<file path="src/rtl/rx_frame_loader.sv">
// rx_frame_loader: parses sync/width/height/pixels/XOR-checksum frames from a UART byte stream into image RAM
// Ports:
//   clk, reset                 single clock, synchronous active-high reset
//   rx_data, rx_ready          byte and ready level from the UART receiver
//   mem_we, mem_addr, mem_wdata  image RAM write port, one strobe per pixel
//   img_width, img_height      dimensions of the last accepted header
//   frame_valid, frame_ack     validated frame handshake with the consumer
//   frame_err, err_code        abort pulse and held reason (1 checksum, 2 zero dim, 3 timeout)
//   overrun                    sticky: a byte arrived while a frame was held
//   busy                       registered "not idle"
module rx_frame_loader #(
  parameter int          ADDR_W      = 16,
  parameter logic [7:0]  SYNC_BYTE   = 8'hA5,
  parameter int          TIMEOUT_CYC = 1024
) (
  input  logic              clk,
  input  logic              reset,
  input  logic [7:0]        rx_data,
  input  logic              rx_ready,
  output logic              mem_we,
  output logic [ADDR_W-1:0] mem_addr,
  output logic [7:0]        mem_wdata,
  output logic [7:0]        img_width,
  output logic [7:0]        img_height,
  output logic              frame_valid,
  input  logic              frame_ack,
  output logic              frame_err,
  output logic [1:0]        err_code,
  output logic              overrun,
  output logic              busy
);
  typedef enum logic [2:0] {IDLE, WIDTH, HEIGHT, PIXELS, CHECK, DONE} state_t;
  state_t      state_q;
  logic        rdy_q;
  logic [7:0]  chk_q;
  logic [15:0] pix_q;
  logic [15:0] total_q;
  logic [31:0] idle_q;
  logic        stb;
  logic        timing;
  // rdy_q resets high so a ready level already high at reset is not a byte
  assign stb    = rx_ready && !rdy_q;
  assign timing = TIMEOUT_CYC != 0 && state_q != IDLE && state_q != DONE;
  always_ff @(posedge clk) begin
    if (reset) begin
      state_q     <= IDLE;
      rdy_q       <= 1'b1;
      chk_q       <= '0;
      pix_q       <= '0;
      total_q     <= '0;
      idle_q      <= '0;
      mem_we      <= 1'b0;
      mem_addr    <= '0;
      mem_wdata   <= '0;
      img_width   <= '0;
      img_height  <= '0;
      frame_valid <= 1'b0;
      frame_err   <= 1'b0;
      err_code    <= '0;
      overrun     <= 1'b0;
      busy        <= 1'b0;
    end else begin
      rdy_q     <= rx_ready;
      mem_we    <= 1'b0;
      frame_err <= 1'b0;
      busy      <= state_q != IDLE;
      // idle_q counts cycles elapsed since the last strobe, the strobe cycle being the first
      if (stb) idle_q <= 32'd1;
      case (state_q)
        IDLE: if (stb && rx_data == SYNC_BYTE) begin
          chk_q   <= '0;
          pix_q   <= '0;
          state_q <= WIDTH;
        end
        WIDTH: if (stb) begin
          img_width <= rx_data;
          chk_q     <= chk_q ^ rx_data;
          state_q   <= HEIGHT;
        end
        HEIGHT: if (stb) begin
          img_height <= rx_data;
          chk_q      <= chk_q ^ rx_data;
          total_q    <= {8'd0, img_width} * {8'd0, rx_data};
          if (img_width == 8'd0 || rx_data == 8'd0) begin
            frame_err <= 1'b1;
            err_code  <= 2'd2;
            state_q   <= IDLE;
          end else begin
            state_q <= PIXELS;
          end
        end
        PIXELS: if (stb) begin
          mem_we    <= 1'b1;
          mem_addr  <= ADDR_W'(pix_q);
          mem_wdata <= rx_data;
          chk_q     <= chk_q ^ rx_data;
          pix_q     <= pix_q + 16'd1;
          if (pix_q == total_q - 16'd1) state_q <= CHECK;
        end
        CHECK: if (stb) begin
          if (rx_data == chk_q) begin
            frame_valid <= 1'b1;
            state_q     <= DONE;
          end else begin
            frame_err <= 1'b1;
            err_code  <= 2'd1;
            state_q   <= IDLE;
          end
        end
        DONE: begin
          if (frame_ack) begin
            frame_valid <= 1'b0;
            overrun     <= 1'b0;
            state_q     <= IDLE;
          end else if (stb) begin
            overrun <= 1'b1;
          end
        end
        default: state_q <= IDLE;
      endcase
      // a strobe on the timeout cycle wins, so the check only runs without one
      if (timing && !stb) begin
        if (idle_q >= 32'(TIMEOUT_CYC - 1)) begin
          frame_err <= 1'b1;
          err_code  <= 2'd3;
          state_q   <= IDLE;
        end else begin
          idle_q <= idle_q + 32'd1;
        end
      end
    end
  end
endmodule

</file>
<file path="config.mk">
export PLATFORM = sky130hd
export DESIGN_NAME = rx_frame_loader
export DESIGN_NICKNAME = d
export VERILOG_FILES = /design/src/rtl/rx_frame_loader.sv
export SDC_FILE = /design/constraint.sdc
export NUM_CORES = 1
export LEC_CHECK = 0
export CORE_UTILIZATION = 32
export DETAILED_ROUTE_END_ITERATION = 12
export HOLD_SLACK_MARGIN = 0.12
export PLACE_DENSITY = 0.48
export SLEW_MARGIN = 20
export SYNTH_ARGS = -nofsm -noshare
export SYNTH_HDL_FRONTEND = slang
export SYNTH_SLANG_ARGS = --single-unit
</file>
<file path="constraint.sdc">
create_clock -name clk -period 16.78 [get_ports clk]
set_clock_uncertainty 0.1 [all_clocks]
set_input_delay 3.356 -clock clk [delete_from_list [all_inputs] [get_ports clk]]
set_output_delay 3.356 -clock clk [all_outputs]
set_load 0.01 [all_outputs]
</file>
==> out/results.tsv <==
stage	metric	value	unit
route	vias_per_cell	4.83	
placed_design	hpwl	13.6	mm
placed_design	post-place-ws	8080	ps
final_layout	utilization	39.1	%
floorplanning	fp.dieH	155	um
setup_path	worstPathRequired	16990	ps
synth	ys_seq_area_share	32.9	%
synth	avgSynthCellArea	8.22	sq um
route	drc	0	
route	met1Wirelength	9.43	mm
power_and_ir_drop	p_sw	0.173	mW
power_and_ir_drop	leakagePower	3.61	nW
sta	finalHoldViolCount	0	
route	top_layer	met4	
clock_tree	insertion_delay	430	ps
power_and_ir_drop	clock_power_share	54.6	%
min_path	hp-class	reg -> reg	
power_and_ir_drop	pwr-share-comb	2.6	%
clock_tree	cts_max_level	4	
global_routing	gr-total-overflow	0	
clock_tree	cts_setup_buffers	0	
setup_path	arrival	8480	ps
route	vias	6125	
floorplanning	row_count	55	
floorplanning	core	0.0228	sq mm
power_and_ir_drop	power.share.switching	25.4	%
sta	worstMarginPinSlew	1010	ps
final_layout	area.growth.synth_to_final	19.0	%
floorplanning	dieArea	0.0240	sq mm
final_layout	drive_gt1_share	5.97	%
final_layout	stdcell_area	0.00890	sq mm
route	ant_nets	0	
floorplanning	initial_core_util	32.8	%
power_and_ir_drop	vdd_drop_max	72.0	uV
synth	syn-cell-area	0.00748	sq mm
clock_tree	clock_path_buffers	2	
setup_path	crit_path_end_kind	register	
synth	netlist_instances	910	
synth	synth_edf_count	0	
synth	ys_ff_latch	123	
clock_tree	cts_sinks	123	
global_routing	grt_pass1_vias	6038	
sta	rsz0062_at_grt	no	
synth	synthFlopType	dfxtp_1	
route	initialDrtViolationCount	337	
placed_design	placed_cell_area	0.00831	sq mm
power_and_ir_drop	power	0.682	mW
clock_tree	clkTransAtPathRegs	70	ps
run_status	outcome	finished, final reports clean	
setup_path	worstSetupPathType	in -> reg	
placed_design	gp_congestion	0.816	
power_and_ir_drop	seqPwrFrac	42.9	%
sta	fin_crit_sh	49.3	%
synth	ys_warn_count	0	
global_routing	antenna_found_initial	0	
sta	fmax	121	MHz
power_and_ir_drop	power.density	76.6	mW/mm^2
setup_path	crit_path_start_kind	input pin	
power_and_ir_drop	power.internal	0.509	mW
sta	finalMaxSlewViolations	0	
synth	syn_nets	997	
flow_run	maxCapViolCount	0	
final_layout	finish.net_count	1029	
sta	setup-violations-final	0	
route	dr_wl_met2	8.94	mm
route	wl_per_cell	15.1	um
synth	synthArstFlopShare	0	%
floorplanning	io_pins	59	
sta	slew_headroom	32.9	%
setup_path	cp_max_fo	15	
synth	yosysUniqueCellTypes	62	
clock_tree	cts_buffers	17	
final_layout	diodes	0	
clock_tree	ctsHoldBuffers	0	
route	wl_met3	569	um
clock_tree	cts_tree	built	
sta	setup_tns	0	ps
placed_design	portBuffers	58	
clock_tree	cts_root_buf	clkbuf_16	
global_routing	track_usage	17.0	%
global_routing	grt_max_degree	90	
floorplanning	die_width	155	um
global_routing	grt_pass1_wl	31.8	mm
sta	min_period	8270	ps
route	wl	19.2	mm
sta	setup_ws	8510	ps
clock_tree	postCtsResizedCells	0	
route	firstDrtPassIters	5	
==> cell usage in the layout, fill, tap and decap left out, types with 4 or more instances in the layout <==
master,synthesis,layout
a211oi_1,9,9
a21o_1,4,4
a21oi_1,74,74
a22oi_1,10,10
a31oi_1,7,7
and2_1,72,72
and3_1,4,4
buf_4,0,10
clkbuf_16,0,17
clkdlybuf4s50_1,0,57
dfxtp_1,123,123
fa_1,36,36
ha_1,39,39
inv_1,65,65
inv_6,0,7
inv_8,0,4
mux2i_1,5,5
nand2_1,133,133
nand2b_1,20,20
nand3_1,25,25
nand4_1,14,14
nor2_1,66,66
nor2b_1,6,6
nor3_1,12,12
nor4_1,13,13
o21ai_0,14,14
o21bai_1,6,6
or3_1,5,5
xnor2_1,16,16
xor2_1,30,30
==> cell usage after synthesis, types with 5 or more instances <==
cell type	number	area, sq um
a211oi_1	9	67.6
a21oi_1	74	370
a22oi_1	10	75.1
a31oi_1	7	43.8
and2_1	72	450
clkbuf_1	48	180
dfxtp_1	123	2460
fa_1	36	721
ha_1	39	488
inv_1	65	244
mux2i_1	5	50.1
nand2_1	133	499
nand2b_1	20	125
nand3_1	25	125
nand4_1	14	87.6
nor2_1	66	248
nor2b_1	6	37.5
nor3_1	12	60.1
nor4_1	13	81.3
o21ai_0	14	70.1
o21bai_1	6	45.0
or3_1	5	31.3
xnor2_1	16	140
xor2_1	30	263
==> metal layers <==
layer | track usage [%] | vias up
met5 | 0 | -
met4 | 5.00 | 0
met3 | 3.22 | 12
met2 | 28.0 | 100
met1 | 22.6 | 2905
li1 | - | 3108
==> cells by family (layout without fill, tap and decap cells) <==
kind of cell | after synthesis | after routing | synth area share, %
buf+inv | 120 | 165 | 6.18
fa+ha+maj | 75 | 75 | 16.2
simple gates | 395 | 395 | 26.9
flops | 123 | 123 | 32.9
compound gates | 146 | 146 | 11.7
xor+xnor | 46 | 46 | 5.39
mux | 5 | 5 | 0.669
==> path summary, 6_finish.rpt <==
| check | from | endpoint | slack (ps) | depth (start not counted) |
|---|---|---|---|---|
| worst max-delay path | rx_data[2] | total_q[15] | 8510 | 17 |
| worst min-delay path | mem_addr[12] | mem_addr[12] | 350 | 2 |
| worst max register to register | img_width[0] | total_q[15] | 11680 | 15 |
| worst min register to register | mem_addr[12] | mem_addr[12] | 350 | 2 |
==> sequential cells by signal (all words and copies together) (netlist names) <==
| signal | count |
|---|---|
| busy | 1 |
| chk_q | 8 |
| err_code | 2 |
| frame_err | 1 |
| frame_valid | 1 |
| idle_q | 32 |
| img_height | 8 |
| img_width | 8 |
| mem_addr | 16 |
| mem_wdata | 8 |
| mem_we | 1 |
| overrun | 1 |
| pix_q | 16 |
| rdy_q | 1 |
| state_q | 3 |
| total_q | 16 |
==> critical path, cell delays in order <==
cell,delay (ps)
clkdlybuf4s50_1,750
and2_1,320
fa_1,470
inv_1,50
fa_1,480
inv_1,60
fa_1,530
inv_1,50
fa_1,520
inv_1,40
ha_1,200
or3_1,390
o21a_1,220
a221o_1,330
a21o_1,190
a211o_1,280
a31o_2,230
==> metrics by stage <==
step,std cells,hold WS [ps]
after floorplan,910,330
after global placement,1236,342
after detailed placement,1236,345
after CTS,1268,359
after global routing,1268,375
final,1268,353
==> layout make-up <==
class	instances	area (sq um)
Sequential cell	123	2460
Timing Repair Buffer	68	651
Clock buffer	17	425
Fill cell	2352	13900
Clock inverter	15	168
Tap cell	313	392
Inverter	65	244
Multi-Input combinational cell	667	4560
==> power groups by stage <==
stage | Sequential [mW] | Clock [mW] | Combinational (mW)
floorplan | 0.299 | 0 | 0.00966
global placement | 0.299 | 0 | 0.0176
detailed placement | 0.299 | 0 | 0.0177
CTS | 0.292 | 0.383 | 0.0177
global route | 0.292 | 0.399 | 0.0192
finish | 0.292 | 0.372 | 0.0176
Power figures use the tool's default switching activity.
